--- src/rtl/add_arbiter_12bit.sv ---
// Four requesters share one 12-bit ripple adder. A round-robin arbiter grants one
// operand pair per free cycle, and the sum is held in a registered output slot until it is consumed.

module add_12bit (
  input  logic [11:0] a_i,
  input  logic [11:0] b_i,
  output logic [11:0] sum_o
);

  // Ripple-carry chain. Carry-in is tied to 0 and the final carry is dropped.
  always_comb begin
    logic carry_v;
    sum_o   = 12'h000;
    carry_v = 1'b0;
    for (int k = 0; k < 12; k++) begin
      sum_o[k] = a_i[k] ^ b_i[k] ^ carry_v;
      carry_v  = (a_i[k] & b_i[k]) | (carry_v & (a_i[k] ^ b_i[k]));
    end
  end

endmodule

module add_arbiter_12bit #(
  parameter int CNT_W = 16
) (
  input  logic             clk,
  input  logic             rst,
  input  logic [3:0]       req_valid,
  input  logic [47:0]      req_no1,
  input  logic [47:0]      req_no2,
  output logic [3:0]       req_ready,
  output logic             out_valid,
  output logic [11:0]      out_result,
  output logic [1:0]       out_id,
  input  logic             out_ready,
  output logic [CNT_W-1:0] op_count
);

  typedef enum logic {
    IDLE = 1'b0,
    HOLD = 1'b1
  } state_t;

  state_t           state_q, state_d;
  logic [1:0]       last_q, last_d;
  logic [11:0]      result_q, result_d;
  logic [1:0]       id_q, id_d;
  logic [CNT_W-1:0] count_q, count_d;

  logic             slot_free_s;
  logic             consume_s;
  logic             found_s;
  logic [1:0]       gidx_s;
  logic [3:0]       grant_s;
  logic [11:0]      opa_s;
  logic [11:0]      opb_s;
  logic [11:0]      sum_s;

  // A grant can only happen if the slot is empty, or if its content leaves this same cycle.
  assign consume_s   = (state_q == HOLD) && out_ready;
  assign slot_free_s = !rst && ((state_q == IDLE) || out_ready);

  // Round-robin search that starts just after the last granted requester.
  always_comb begin
    logic [1:0] idx_v;
    found_s = 1'b0;
    gidx_s  = 2'd0;
    grant_s = 4'b0000;
    idx_v   = 2'd0;
    for (int k = 1; k <= 4; k++) begin
      idx_v = last_q + 2'(k);
      if (!found_s && req_valid[idx_v]) begin
        found_s = 1'b1;
        gidx_s  = idx_v;
      end
    end
    if (slot_free_s && found_s) begin
      grant_s[gidx_s] = 1'b1;
    end else begin
      grant_s = 4'b0000;
    end
  end

  // Route the granted requester's operands into the shared adder.
  always_comb begin
    case (gidx_s)
      2'd0:    begin opa_s = req_no1[11:0];  opb_s = req_no2[11:0];  end
      2'd1:    begin opa_s = req_no1[23:12]; opb_s = req_no2[23:12]; end
      2'd2:    begin opa_s = req_no1[35:24]; opb_s = req_no2[35:24]; end
      2'd3:    begin opa_s = req_no1[47:36]; opb_s = req_no2[47:36]; end
      default: begin opa_s = 12'h000;        opb_s = 12'h000;        end
    endcase
  end

  add_12bit u_add (
    .a_i   (opa_s),
    .b_i   (opb_s),
    .sum_o (sum_s)
  );

  // Next-state logic. A new grant takes priority over emptying the slot.
  always_comb begin
    state_d  = state_q;
    last_d   = last_q;
    result_d = result_q;
    id_d     = id_q;
    count_d  = count_q;
    if (consume_s) begin
      count_d = count_q + {{(CNT_W-1){1'b0}}, 1'b1};
    end else begin
      count_d = count_q;
    end
    if (grant_s != 4'b0000) begin
      state_d  = HOLD;
      last_d   = gidx_s;
      result_d = sum_s;
      id_d     = gidx_s;
    end else if (consume_s) begin
      state_d = IDLE;
    end else begin
      state_d = state_q;
    end
  end

  // State and output registers with synchronous reset.
  always_ff @(posedge clk) begin
    if (rst) begin
      state_q  <= IDLE;
      last_q   <= 2'd3;
      result_q <= 12'h000;
      id_q     <= 2'd0;
      count_q  <= {CNT_W{1'b0}};
    end else begin
      state_q  <= state_d;
      last_q   <= last_d;
      result_q <= result_d;
      id_q     <= id_d;
      count_q  <= count_d;
    end
  end

  assign req_ready  = grant_s;
  assign out_valid  = (state_q == HOLD);
  assign out_result = result_q;
  assign out_id     = id_q;
  assign op_count   = count_q;

endmodule

--- config.mk ---
export PLATFORM = sky130hd
export DESIGN_NAME = add_arbiter_12bit
export DESIGN_NICKNAME = d
export VERILOG_FILES = /design/src/rtl/add_arbiter_12bit.sv
export SDC_FILE = /design/constraint.sdc
export NUM_CORES = 1
export LEC_CHECK = 0
export CORE_MARGIN = 8
export CORE_UTILIZATION = 39
export CTS_BUF_LIST = sky130_fd_sc_hd__clkbuf_8
export CTS_CLUSTER_DIAMETER = 30
export DETAILED_ROUTE_END_ITERATION = 8
export PLACE_DENSITY = 0.83
export SLEW_MARGIN = 15
export SYNTH_ARGS = -nofsm -noshare
export SYNTH_HDL_FRONTEND = slang
export SYNTH_SLANG_ARGS = --single-unit
--- constraint.sdc ---
create_clock -name clk -period 8.8 [get_ports clk]
set_input_delay 1.32 -clock clk [delete_from_list [all_inputs] [get_ports clk]]
set_output_delay 1.32 -clock clk [all_outputs]
set_load 0.01 [all_outputs]
Word level (Yosys, flattened, before mapping)
Index checks and enable logic that the tools add are counted.
{ "classes": {"n_addsub": 4, "order_cmp": 6, "n_eq_ne": 3, "mux": 23, "bitwise_logic": 55, "reduce_logical": 15} }
{ "ops": {"columns": ["op", "n"], "rows": [
  ["$pmux 12 s4", 2],
  ["$xor 1x1->1", 23],
  ["$and 1x1->1", 21],
  ["$add 16x1->16 const B", 1],
  ["$lt 2x3->1 const B", 5],
  ["$mux 1", 11],
  ["$or 1x1->1", 10],
  ["$bmux 1 s2", 4],
  ["$mux 2", 4],
  ["$logic_and 1x1->1", 7],
  ["$add 2x2->2 const B", 2],
  ["$eq 2x2->1 const B", 2],
  ["$logic_not 1->1", 4],
  ["$mux 4", 1],
  ["$reduce_bool 4->1", 1],
  ["$add 2x1->2 const B", 1],
  ["$demux 1 s2", 1],
  ["$eq 2x1->1 const B", 1],
  ["$ge 2x1->1 const B", 1],
  ["$logic_not 2->1", 1],
  ["$reduce_bool 2->1", 1],
  ["$logic_or 1x1->1", 1],
  ["$not 1->1", 1]
]} }
{ "word_totals": {"reg_bits": 33, "input_bits": 103, "output_inout_bits": 35} }

Depth between registers and ports, before layout
{ "depth": {"depth_word": 37, "depth_mapped": 21, "depth_no_buf": 19} }

Cells and area by module
From an unflattened synthesis, not the netlist that was laid out.
{ "hier_totals": {"hier_cells": 274, "area_unflattened_um2": 2566.2} }
{ "by_module_without_submodules": {"columns": ["mod", "instances", "cells_per_inst", "area_each_um2", "seq_area_each_um2"], "rows": [
  ["add_arbiter_12bit", 1, 257, 2311.0, 660.6],
  ["add_12bit", 1, 17, 255.2, 0.0]
]} }

Least setup slack after synthesis
OpenSTA, ideal clock, no wires.
{ "synth_timing": {"path_type": "input-to-reg", "start": "input req_valid[3]", "end": "register result_q[11] (netlist: out_result[11])", "setup_ps": 114, "t_arrival_ps": 6883, "required_ps": 8686, "path_slack_ps": 1803, "cell_stages": 19, "path_buffers": 2, "path_cell_list": "a221o_1 > a21oi_4 > buf_2 > buf_1 > a31oi_1 > ha_1 > fa_1 > fa_1 > fa_1 > fa_1 > fa_1 > fa_1 > fa_1 > fa_1 > fa_1 > fa_1 > xnor2_1 > xnor2_1 > a21o_1"} }
{ "synth_between": {"elab_chain_len": 36} }
{ "synth_lines": {"columns": ["element", "line_no", "source"], "rows": [
  ["from (decl)", "28", "input logic [3:0] req_valid,"],
  ["$bmux 1 s2", "72", "if (!found_s && req_valid[idx_v]) begin"],
  ["$mux 1 (not written as such)", "72", null],
  ["$mux 1", "72", null],
  ["$logic_not 1->1", "72", null],
  ["$logic_and 1x1->1", "72", null],
  ["$mux 1", "72", null],
  ["$logic_not 1->1", "72", null],
  ["$logic_and 1x1->1", "72", null],
  ["[20 not listed]", null, null],
  ["$or 1x1->1", "17", "carry_v = (a_i[k] & b_i[k]) | (carry_v & (a_i[k] ^ b_i[k]));"],
  ["$and 1x1->1", "17", null],
  ["$or 1x1->1", "17", null],
  ["$and 1x1->1", "17", null],
  ["$or 1x1->1", "17", null],
  ["$and 1x1->1", "17", null],
  ["$or 1x1->1", "17", null],
  ["$xor 1x1->1", "16", "sum_o[k] = a_i[k] ^ b_i[k] ^ carry_v;"],
  ["to (signal assigned)", "136", "result_q <= result_d;"],
  ["to (decl)", "46", "logic [11:0] result_q, result_d;"]
]} }
Parallel ways exist; a longest one is shown, timed or not. The select of a mux whose other input is x is not followed.
A chain may end at the register's enable or synchronous reset.

Worst setup path in the final report
{ "layout_timing": {"start": "input req_valid[2]", "end": "register result_q[11] (netlist: out_result[11])"} }
Same word-level chain as after synthesis.

==> impl_metrics.yaml <==
global_routing:
  grt_pass1_vias: 2745
  globalRouteMet2Util_pct: 29.2
  grtUsageMet3_pct: 7.67
  grt_overflow: 0
  grt_util_met1_pct: 19.8
  initial_antenna_violation_count: 1
  grt_max_degree: 37
  grt-busiest-layer: "met2"
  overall_track_demand_over_capacity_in_global_routing_pct: 17.9
  first_pass_grt_wire_length_mm: 12.8
synthesis:
  synth_edf_count: 0
  ys_async_sr_fraction_pct: 0
  synth_sequential_area_ratio_pct: 28.0
  synth_area_sq_um: 2360
  ys_seq_elements: 33
  top_flip_flop_cell_by_instance_count_after_synthesis: "sky130_fd_sc_hd__dfxtp_1"
  yosysWarningCount: 0
  syn_nets: 425
  synthCells: 310
  synth_cell_type_count: 33
  postSynthAreaPerCell_sq_um: 7.60
clocking:
  clkLatencyLatePin_ns: 0.28
  cts_repair_resize_count: 0
  tritoncts: "done"
  cts-root-to-sink-buffers: 2
  cts_hold_buf: 0
  path_clk_slew_ns: 0.07
  clock_tree.root_cell: "sky130_fd_sc_hd__clkbuf_8"
  cts-htree-levels: 2
  clock_sink_count: 33
  post_cts_buffers: 0
  cts_buffers: 5
power:
  pwr_density_cell_nw_per_um2: 168
  p_total_w: 0.000652
  static-leakage-power_nw: 1.49
  vdd_drop_max_uv: 100
status:
  outcome: "complete, no violations"
timing:
  fmax_mhz: 133
  final_hold_vios: 0
  tightest_slew_ns: 0.732
  clock-skew-final_ns: 0.00601
  fin_setup_tns_ns: 0
  timing.final.crit_period_ns: 7.52
  setup-violations-final: 0
  slew_headroom_pct: 51.1
  grt_setup_unrepaired: "false"
  finalMaxSlewViolations: 0
  min_period_over_period_pct: 85.5
routing:
  drcViolationCount: 0
  detailedRoute.firstIterationViolations: 156
  vias_post_dr: 2741
  route.antenna.remaining_nets: 0
  wirelength_routed_mm: 8.13
  drt_pre_antenna_iters: 4
  route.detailed.vias_per_inst: 5.33
  post_drt_wl_per_cell_microns: 15.8
hold_path:
  terminating_pin_of_the_worst_hold_path: "out_result[10]"
  worst_min_path_class: "reg2reg"
  hold_path_depth: 2
  worstHoldStart: "out_result[10]"
floorplan:
  die_height_microns: 93.7
  fp.dieW_microns: 93.7
  top_level_ports: 138
  row_count: 28
  initial_utilization_pct: 40.1
  core-area_sq_um: 5890
  dieArea_sq_um: 8790
run:
  drv.max_cap_violation_count: 0
finish:
  post-route-util_pct: 65.8
  drive_above_1_share_pct: 4.11
  stdcell_area_sq_um: 3870
  design.final.nets: 552
  area_delta_synth_final_pct: 64.3
worst_setup_path:
  ff2ff_setup_slack_ns: 2.42
  slowest_stage: "sky130_fd_sc_hd__a21oi_4"
  reg2reg_to: "out_result[11]"
  path_common_cell: "sky130_fd_sc_hd__fa_1"
  critical_path_class: "in2reg"
  worst-endpoint-required_ns: 8.99
  rr_worst_depth: 18
  worst_path_cell_chain: "clkdlybuf4s50_1 -> inv_1 -> a221o_1 -> a21oi_4 -> a31oi_1 -> ha_1 -> fa_1 -> fa_1 -> fa_1 -> fa_1 -> fa_1 -> fa_1 -> fa_1 -> fa_1 -> fa_1 -> fa_1 -> xnor2_1 -> xnor2_1 -> a21o_1"
  worstSetupEndpointType: "flop"
  worst_ep_arrival_time_ns: 7.71
  cp_max_fo: 31
  timing.critical_path.slowest_cell_delay_ns: 0.61
  cp_top_family: "adder cells"
  worstReg2RegStart: "last_q[0]"
  critPathBufInv: 2
  crit_path_start_kind: "input port"
placement:
  placement.io_buffers: 137
  weighted_congestion_at_the_end_of_routability_driven_global_placement: 0.909
  post-dp-hpwl_mm: 6.82
  postPlaceCellArea_sq_um: 3780
## report_power, final
| part | total, W | leakage, nW | internal (W) | switching (W) |
|---|---|---|---|---|
| Combinational | 0.000350 | 1.18 | 0.000180 | 0.000170 |
| Clock | 0.000110 | 0.0439 | 0.0000545 | 0.0000552 |
| Sequential | 0.000192 | 0.271 | 0.000177 | 0.0000153 |
| Total | 0.000652 | 1.49 | 0.000412 | 0.000241 |
## cells in the mapped netlist (5+ instances only)
master                     instances  area [sq um]
sky130_fd_sc_hd__nand2b_1         15          93.8
sky130_fd_sc_hd__dfxtp_1          33           661
sky130_fd_sc_hd__a211oi_1         24           180
sky130_fd_sc_hd__xor2_1            8          70.1
sky130_fd_sc_hd__or3_1             5          31.3
sky130_fd_sc_hd__and3_1           25           156
sky130_fd_sc_hd__clkbuf_1         16          60.1
sky130_fd_sc_hd__buf_2             5          25.0
sky130_fd_sc_hd__nand2_1          67           251
sky130_fd_sc_hd__a31oi_1          23           144
sky130_fd_sc_hd__nor2_1           16          60.1
sky130_fd_sc_hd__a21oi_1           9          45.0
sky130_fd_sc_hd__o21ai_0          16          80.1
sky130_fd_sc_hd__fa_1             10           200
## metal layers
layer  vias to the layer above  wire length [microns]
met5                         -                      0
met4                         0                    143
met3                        11                    859
met2                       108                   3880
met1                      1269                   3250
li1                       1353                      -
## through the flow
stage | hold WS (ns) | cells | worst slack [ns]
2_1_floorplan | 0.492 | 310 | 1.80
3_3_place_gp | 0.460 | 505 | 1.15
3_5_place_dp | 0.466 | 505 | 0.987
4_1_cts | 0.477 | 513 | 1.29
5_1_grt | 0.496 | 514 | 0.995
6_report | 0.476 | 514 | 1.28
## cell usage in the layout, fill, tap and decap left out, types with 3 or more instances in the layout
master	synthesis	routed
sky130_fd_sc_hd__dfxtp_1	33	33
sky130_fd_sc_hd__xnor2_1	4	4
sky130_fd_sc_hd__inv_1	3	3
sky130_fd_sc_hd__and2_1	3	3
sky130_fd_sc_hd__nand2_1	67	67
sky130_fd_sc_hd__clkbuf_8	0	5
sky130_fd_sc_hd__nor2_1	16	16
sky130_fd_sc_hd__a211oi_1	24	24
sky130_fd_sc_hd__and3_1	25	25
sky130_fd_sc_hd__buf_4	0	7
sky130_fd_sc_hd__a21oi_1	9	9
sky130_fd_sc_hd__clkdlybuf4s50_1	0	137
sky130_fd_sc_hd__fa_1	10	10
sky130_fd_sc_hd__mux2i_1	4	4
sky130_fd_sc_hd__or3_1	5	5
sky130_fd_sc_hd__nand4_1	3	3
sky130_fd_sc_hd__a31oi_1	23	23
sky130_fd_sc_hd__o21ai_0	16	16
sky130_fd_sc_hd__nand2b_1	15	15
sky130_fd_sc_hd__xor2_1	8	8
## state kept, by name, indices dropped and copies added (netlist names)
name and flops:
out_result 12, out_valid 1, out_id 2, last_q 2
op_count 16
## layout make-up
class | instances | area, sq um
Fill cell | 512 | 2010
Multi-Input combinational cell | 250 | 1590
Timing Repair Buffer | 144 | 1420
Sequential cell | 33 | 661
Tap cell | 75 | 93.8
Clock buffer | 5 | 68.8
Clock inverter | 3 | 17.5
Inverter | 3 | 11.3
Antenna cell | 1 | 2.50
## cell families after synthesis
| family | synth area share [%] |
|---|---|
| flip-flops | 28.0 |
| adder cells (fa/ha/maj) | 9.55 |
| AND/OR/NAND/NOR | 29.2 |
| multiplexers | 2.65 |
| AO/OA/AOI/OAI | 21.5 |
| XOR/XNOR | 4.46 |
| buffers and inverters | 4.56 |
## worst max-delay path by stage
stage                 start        endpoint  slack (ns)  depth (start not counted)
6_report       req_valid[2]  out_result[11]        1.28                         19
5_1_grt        req_valid[2]  out_result[11]         1.0                         19
4_1_cts        req_valid[2]  out_result[11]        1.29                         19
3_5_place_dp   req_valid[2]  out_result[11]        0.99                         19
3_3_place_gp   req_valid[2]  out_result[11]        1.15                         19
2_1_floorplan  req_valid[3]  out_result[11]        1.80                         19
## worst min-delay path, stage by stage, from the launching register on
cell	delay, ns
sky130_fd_sc_hd__dfxtp_1	0.31
sky130_fd_sc_hd__nand2b_1	0.06
sky130_fd_sc_hd__o21ai_0	0.06
Note: power is estimated with default switching activity, not from simulation.
